$ cat src/rtl/nx_fifo_pkg.sv
// nx_fifo_pkg: shared widths and error-flag encoding
// for the nx_fifo family.
package nx_fifo_pkg;

  localparam int ERR_W  = 2;
  localparam int ERR_UF = 0;
  localparam int ERR_OF = 1;

  typedef logic [ERR_W-1:0] err_t;

  function automatic int cnt_w(input int depth);
    return $clog2(depth + 1);
  endfunction

  // Pointer width never collapses to zero for a 1-entry array.
  function automatic int ptr_w(input int n);
    return (n <= 2) ? 1 : $clog2(n);
  endfunction

endpackage

$ cat src/rtl/nx_fifo_flex_ctrl.sv
// nx_fifo_flex_ctrl: pointers, occupancy, flags
// and head-flop valid tracking for nx_fifo_flex.
module nx_fifo_flex_ctrl
  import nx_fifo_pkg::*;
#(
  parameter int DEPTH     = 16,
  parameter int OUT_REG   = 0,
  parameter int AF_THRESH = DEPTH - 2,
  parameter int AE_THRESH = 1,
  parameter int ADEPTH    = (OUT_REG != 0) ? DEPTH - 1 : DEPTH,
  parameter int PW        = ptr_w(ADEPTH),
  parameter int CW        = cnt_w(DEPTH)
) (
  input  logic          clk,
  input  logic          rst_n,
  input  logic          wen,
  input  logic          ren,
  input  logic          clear,
  output logic [PW-1:0] wptr,
  output logic [PW-1:0] rptr,
  output logic          arr_push,
  output logic          head_wr,
  output logic          head_ld,
  output logic          head_valid,
  output logic          empty,
  output logic          full,
  output logic          almost_empty,
  output logic          almost_full,
  output err_t          err,
  output logic [CW-1:0] used_slots,
  output logic [CW-1:0] free_slots
);

  if (AF_THRESH > DEPTH || AE_THRESH >= DEPTH || DEPTH < 2) begin : g_bad
    $error("nx_fifo_flex: illegal DEPTH/threshold parameters");
  end

  localparam logic [CW-1:0] DEP = CW'(DEPTH);
  localparam logic [CW-1:0] AF  = CW'(AF_THRESH);
  localparam logic [CW-1:0] AE  = CW'(AE_THRESH);
  localparam logic [PW-1:0] LST = PW'(ADEPTH - 1);

  logic live;
  logic wr_acc;
  logic rd_acc;
  logic arr_pop;
  logic arr_empty;

  function automatic logic [PW-1:0] nxt(input logic [PW-1:0] p);
    return (p == LST) ? '0 : p + 1'b1;
  endfunction

  assign empty        = (used_slots == '0);
  assign full         = (used_slots == DEP);
  assign almost_empty = (used_slots <= AE);
  assign almost_full  = (used_slots >= AF);
  assign free_slots   = DEP - used_slots;

  always_comb begin
    live      = rst_n && !clear;
    wr_acc    = live && wen && (!full || ren);
    rd_acc    = live && ren && !empty;
    arr_empty = (used_slots <= CW'(1));
    head_wr   = 1'b0;
    head_ld   = 1'b0;
    arr_pop   = rd_acc;
    arr_push  = wr_acc;
    if (OUT_REG != 0) begin
      // Head flop takes wdata directly when nothing is queued behind it.
      head_wr  = wr_acc && (empty || (rd_acc && arr_empty));
      head_ld  = rd_acc && !arr_empty;
      arr_pop  = head_ld;
      arr_push = wr_acc && !head_wr;
    end
  end

  always_ff @(posedge clk) begin
    if (!rst_n || clear) begin
      wptr       <= '0;
      rptr       <= '0;
      used_slots <= '0;
      head_valid <= 1'b0;
      err        <= '0;
    end else begin
      if (arr_push) wptr <= nxt(wptr);
      if (arr_pop)  rptr <= nxt(rptr);
      if (wr_acc && !rd_acc)
        used_slots <= used_slots + 1'b1;
      else if (rd_acc && !wr_acc)
        used_slots <= used_slots - 1'b1;
      head_valid  <= (OUT_REG != 0) &&
                     (head_wr || head_ld || (head_valid && !rd_acc));
      err[ERR_UF] <= ren && empty;
      err[ERR_OF] <= wen && full && !ren;
    end
  end

endmodule

$ cat src/rtl/nx_fifo_flex.sv
// nx_fifo_flex: parametrised FWFT synchronous FIFO,
// any depth, optional registered head.
module nx_fifo_flex
  import nx_fifo_pkg::*;
#(
  parameter int DEPTH            = 16,
  parameter int WIDTH            = 132,
  parameter int DATA_RESET       = 1,
  parameter int OUT_REG          = 0,
  parameter int AF_THRESH        = DEPTH - 2,
  parameter int AE_THRESH        = 1,
  parameter int UNDERFLOW_ASSERT = 1,
  parameter int OVERFLOW_ASSERT  = 1
) (
  input  logic                      clk,
  input  logic                      rst_n,
  input  logic                      wen,
  input  logic                      ren,
  input  logic                      clear,
  input  logic [WIDTH-1:0]          wdata,
  output logic [WIDTH-1:0]          rdata,
  output logic                      empty,
  output logic                      full,
  output logic                      almost_empty,
  output logic                      almost_full,
  output logic                      underflow,
  output logic                      overflow,
  output logic [cnt_w(DEPTH)-1:0]   used_slots,
  output logic [cnt_w(DEPTH)-1:0]   free_slots
);

  localparam int ADEPTH = (OUT_REG != 0) ? DEPTH - 1 : DEPTH;
  localparam int PW     = ptr_w(ADEPTH);

  logic [WIDTH-1:0] mem [ADEPTH];
  logic [WIDTH-1:0] arr_head;
  logic [WIDTH-1:0] raw;
  logic [PW-1:0]    wptr;
  logic [PW-1:0]    rptr;
  logic             arr_push;
  logic             head_wr;
  logic             head_ld;
  logic             head_valid;
  logic             no_data;
  err_t             err;

  nx_fifo_flex_ctrl #(
    .DEPTH     (DEPTH),
    .OUT_REG   (OUT_REG),
    .AF_THRESH (AF_THRESH),
    .AE_THRESH (AE_THRESH)
  ) u_ctrl (
    .clk          (clk),
    .rst_n        (rst_n),
    .wen          (wen),
    .ren          (ren),
    .clear        (clear),
    .wptr         (wptr),
    .rptr         (rptr),
    .arr_push     (arr_push),
    .head_wr      (head_wr),
    .head_ld      (head_ld),
    .head_valid   (head_valid),
    .empty        (empty),
    .full         (full),
    .almost_empty (almost_empty),
    .almost_full  (almost_full),
    .err          (err),
    .used_slots   (used_slots),
    .free_slots   (free_slots)
  );

  always_ff @(posedge clk) begin
    if (arr_push) mem[wptr] <= wdata;
  end

  assign arr_head = mem[rptr];

  if (OUT_REG != 0) begin : g_head
    logic [WIDTH-1:0] head;
    always_ff @(posedge clk) begin
      if (!rst_n || clear) head <= '0;
      else if (head_wr)    head <= wdata;
      else if (head_ld)    head <= arr_head;
    end
    assign raw = head;
  end else begin : g_comb
    assign raw = arr_head;
  end

  always_comb begin
    no_data = (OUT_REG != 0) ? !head_valid : empty;
    rdata   = raw;
    if (DATA_RESET != 0 && no_data) rdata = '0;
  end

  assign underflow = err[ERR_UF];
  assign overflow  = err[ERR_OF];

  if (UNDERFLOW_ASSERT != 0) begin : g_uf_chk
    assert property (@(posedge clk) disable iff (!rst_n || clear)
      !(ren && empty))
      else $error("nx_fifo_flex: read while empty");
  end

  if (OVERFLOW_ASSERT != 0) begin : g_of_chk
    assert property (@(posedge clk) disable iff (!rst_n || clear)
      !(wen && full && !ren))
      else $error("nx_fifo_flex: write while full");
  end

endmodule
$ cat config.mk
export PLATFORM = sky130hd
export DESIGN_NAME = nx_fifo_flex
export DESIGN_NICKNAME = d
export VERILOG_FILES = /design/src/rtl/nx_fifo_pkg.sv /design/src/rtl/nx_fifo_flex_ctrl.sv /design/src/rtl/nx_fifo_flex.sv
export SDC_FILE = /design/constraint.sdc
export NUM_CORES = 2
export LEC_CHECK = 0
export CELL_PAD_IN_SITES_DETAIL_PLACEMENT = 0
export CELL_PAD_IN_SITES_GLOBAL_PLACEMENT = 1
export CORE_MARGIN = 4
export CORE_UTILIZATION = 45
export DETAILED_ROUTE_END_ITERATION = 7
export HOLD_SLACK_MARGIN = 0.05
export PLACE_DENSITY = 0.79
export SLEW_MARGIN = 10
export SYNTH_ARGS = -nofsm -noshare
export SYNTH_HDL_FRONTEND = slang
export SYNTH_HIERARCHICAL = 1
export SYNTH_SLANG_ARGS = --single-unit
$ cat constraint.sdc
create_clock -name clk -period 10.8 [get_ports clk]
set_input_delay 1.08 -clock clk [delete_from_list [all_inputs] [get_ports clk]]
set_output_delay 1.08 -clock clk [all_outputs]
set_load 0.1 [all_outputs]
Yosys cells after proc, flatten, opt, wreduce, memory -nomap -nowiden. Memory sizes are Yosys's and may differ from the RTL's. A register that Yosys moved wholly into a read port is not among the register bits. Index checks and enable logic that the tools add are counted.

$lt $le $gt $ge: 2. Equality and inequality tests: 3. $add $sub $neg: 5. Reductions and logical operators: 21. Muxes and demuxes: 9.

Operator list (count): $mux 132 (1); $mux 4 (4); $logic_and 1x1->1 (10); $mux 5 (2); $add 4x1->4 const B (2); $eq 4x4->1 const B (2); $logic_not 1->1 (7); $add 5x1->5 const B (1); $eq 5x5->1 const B (1); $ge 5x4->1 const B (1); $le 5x1->1 const B (1); $logic_not 5->1 (1); $sub 5x1->5 const B (1); $sub 5x5->5 const A (1); $logic_or 1x1->1 (2); $mux 1 (2); $reduce_bool 2->1 (1).

Input port bits: 137. Word-level logic and storage cells: 45. Bits in writable memories: 2112. Memories kept: 1. Register bits: 15. Output and inout port bits: 148.

Memories: mem (words 16, bits a word 132, read ports 1, clocked after memory_dff 1, wr ports 1, line nx_fifo_flex.sv:35) `logic [WIDTH-1:0] mem [ADEPTH];`.

Depth between registers and ports, before layout.
Word-level depth: 8. Gate-level depth with buffers: 11. Gate-level depth less buffers: 11.

Modules after synthesis. Netlist, hierarchy kept.

Modules (own cells, without submodules): nx_fifo_flex (sequential area each 63420.8 um^2, area an instance 81828.5 um^2, instances 1, cells each 4384); nx_fifo_flex_ctrl (sequential area each 300.3 um^2, area an instance 923.4 um^2, instances 1, cells each 109).

Least setup slack after synthesis. OpenSTA, ideal clock, no wires.

Path type: reg-to-reg. From: reg u_ctrl.used_slots[1]. To: mem mem[0][0] (enable). Data required time: 10.015 ns. Setup time: 0.785 ns. Clock period less this slack: 12.937 ns. Buffers on the path: 0. Arrival time: 12.152 ns. Slack: -2.137 ns. Cell stages (with the launch flop): 10. Path through: dfxtp_1 inv_1 ha_1 nor3b_1 ha_1 nand2b_1 nand3_1 inv_1 or3b_1 nor3_1.

Word-level cells in the longest chain between the ends: 6.

RTL lines: start: declaration (line nx_fifo_flex_ctrl.sv:30) `output logic [CW-1:0] used_slots,`; start signal: assignment (line nx_fifo_flex_ctrl.sv:88) `used_slots <= used_slots + 1'b1;`; start signal: assignment (line nx_fifo_flex_ctrl.sv:90) `used_slots <= used_slots - 1'b1;`; $eq 5x5->1 (line nx_fifo_flex_ctrl.sv:54) `assign full = (used_slots == DEP);`; named net full (line nx_fifo_flex.sv:23) `output logic full,`; $logic_not 1->1 (line nx_fifo_flex_ctrl.sv:61) `wr_acc = live && wen && (!full || ren);`; $logic_or 1x1->1 (line nx_fifo_flex_ctrl.sv:61); $logic_and 1x1->1 (line nx_fifo_flex_ctrl.sv:61); named net arr_push (line nx_fifo_flex.sv:40) `logic arr_push;`; $mux 1 (line nx_fifo_flex.sv:74) `if (arr_push) mem[wptr] <= wdata;`; $mux 1 (not written as such) (line nx_fifo_flex.sv:74); end: declaration (line nx_fifo_flex.sv:35).

The timed path passes the listed nets, and every way through them passes these cells.

==> flow_metrics.py <==
metrics = {
    "cts": {
        "hold_buffers": 0,
        "cts_buffer_depth": 3,
        "htreeDepth": 4,
        "cts-root-buf": "clkbuf_16",
        "clock_latency_ns": 0.83,
        "cts_tree": "done",
        "clkSinkCount": 2127,
        "cts_buffers": 209,
        "postCtsSetupRepairBufs": 0,
        "cts_resized": 0,
        "clkTransAtPathRegs_ns": 0.06,
    },
    "status": {
        "status": "completed",
    },
    "floorplanning": {
        "die_area_um2": 191000,
        "die_h_um": 437,
        "design.core.area_um2": 183000,
        "num_io_pins": 285,
        "row_count": 157,
        "start_util": 0.452,
        "die_w_um": 437,
    },
    "sta": {
        "min_period_over_period": 0.613,
        "drv_slew": 0,
        "timing.final.crit_period_ns": 6.62,
        "finalHoldViolCount": 0,
        "max_slew_margin": 0.186,
        "tightest_slew_ns": 1.22,
        "setup_viol_count_final": 0,
        "fin_setup_tns_ns": 0,
        "rsz0062_at_grt": "false",
        "fmax_mhz": 151,
        "fin_skew_ns": 0.0363,
    },
    "yosys": {
        "syn_area_per_cell_um2": 18.4,
        "syn_area_um2": 82700,
        "syn_inst": 4489,
        "yosysWarnings": 6,
        "synth_nets": 4636,
    },
    "power": {
        "clockPowerShare": 0.415,
        "power.total_mw": 16.8,
        "combPwrFrac": 0.042,
        "vdd_drop_max_mv": 0.145,
        "leakage_nw": 27.9,
        "swShare": 0.212,
        "switchingPower_mw": 3.55,
        "intPower_mw": 13.2,
        "powerDensity_nw_per_um2": 178,
        "seqPwrFrac": 0.543,
    },
    "route": {
        "final_antenna_net_count": 0,
        "vias": 42700,
        "vias_per_cell": 5.74,
        "drt_iter0_markers": 3925,
        "firstDrtPassIters": 6,
        "drc_errors": 0,
        "wl_per_cell_um": 27.1,
        "routed_wl_um": 201000,
    },
    "final_layout": {
        "drive_gt1_frac": 0.0760,
        "layout-area-overhead-vs-synth_pct": 13.9,
        "final_area_um2": 94300,
        "layout.nets": 4934,
    },
    "global_routing": {
        "grt.overflow.total": 0,
        "grt_pass1_wl_um": 293000,
        "grt_max_degree": 144,
        "track_usage": 0.207,
        "antenna_found_initial": 36,
        "grt_pass1_vias": 43086,
    },
    "placement": {
        "place_area_um2": 87700,
        "dp_hpwl_um": 97000,
        "place_congestion": 0.743,
        "io_buffers": 284,
    },
    "critical_path": {
        "crit_arrival_ns": 5.54,
        "crit_path_end_kind": "output port",
        "cp_max_fo": 52,
        "cp.required_ns": 9.72,
        "cp-start-kind": "register",
        "crit_type": "reg2out",
    },
    "hold_path": {
        "hp-class": "reg2reg",
    },
    "job": {
        "cap_violations": 0,
    },
}
==> worst max-delay path: stages (launching register included) <==
cell and delay [ns]:
dfxtp_1 0.54, nor2b_4 0.98, buf_4 0.83, buf_4 0.72, a22oi_1 0.22, nand3_1 0.14
nand2_1 0.07, clkdlybuf4s50_1 1.08
==> cell type report <==
type                    count  area, um2
clock buffers             258       5500
clock inverters           112       1020
flip-flops and latches   2127      63700
multi-input cells        2086      17200
inverters                   7       26.3
repair buffers            356       3630
fillers                 14432      88600
well taps                2464       3080
diodes                     23       57.6
==> power groups by stage <==
| stage | clock [mW] | combinational [mW] | sequential (mW) |
|---|---|---|---|
| 2_1_floorplan | 0 | 0.410 | 9.28 |
| 3_3_place_gp | 0 | 0.696 | 9.27 |
| 3_5_place_dp | 0 | 0.709 | 9.27 |
| 4_1_cts | 7.09 | 0.710 | 9.10 |
| 5_1_grt | 7.44 | 0.735 | 9.10 |
| 6_report | 6.96 | 0.703 | 9.10 |
==> final timing paths <==
kind	start	endpoint	slack (ns)	depth (start not counted)
setup reg to reg	u_ctrl/used_slots[0]	mem[11][127]	6.12	11
hold reg to reg	u_ctrl/used_slots[4]	u_ctrl/used_slots[4]	0.52	2
hold / removal	u_ctrl/used_slots[4]	u_ctrl/used_slots[4]	0.52	2
setup / recovery	u_ctrl/rptr[1]	rdata[115]	4.18	7
==> cell usage in the layout (no fill, tap or decap), types with 15 or more instances in the layout <==
master	n
a22oi_1	528
diode_2	23
buf_12	20
clkdlybuf4s50_1	283
clkinv_2	30
clkbuf_16	213
clkinv_1	47
nand3_1	267
mux2i_1	1060
buf_4	53
edfxtp_1	2112
clkbuf_1	45
bufinv_16	15
nand2_1	146
==> sequential cells by signal, summed over array words and instances, names as in the netlist <==
| register | cells |
|---|---|
| mem | 2112 |
| u_ctrl/err | 2 |
| u_ctrl/rptr | 4 |
| u_ctrl/used_slots | 5 |
| u_ctrl/wptr | 4 |
==> routing by layer <==
metal	global-route usage	wire [um]	vias to the layer above
met2	0.361	103000	1360
met4	0.0688	6070	12
met1	0.268	81400	22270
met3	0.0308	11200	332
met5	0	71	-
li1	-	-	18726
==> stage by stage <==
step | util | setup WS [ns] | hold WS [ns] | cells
6_report | 0.515 | 4.18 | 0.524 | 7433
5_1_grt | 0.515 | 3.99 | 0.568 | 7423
4_1_cts | 0.515 | 4.10 | 0.537 | 7410
3_5_place_dp | 0.479 | 5.03 | 0.528 | 7040
3_3_place_gp | 0.479 | 5.13 | 0.513 | 7040
2_1_floorplan | - | 1.43 | 0.487 | 4489
(Power assumes the default switching activity.)
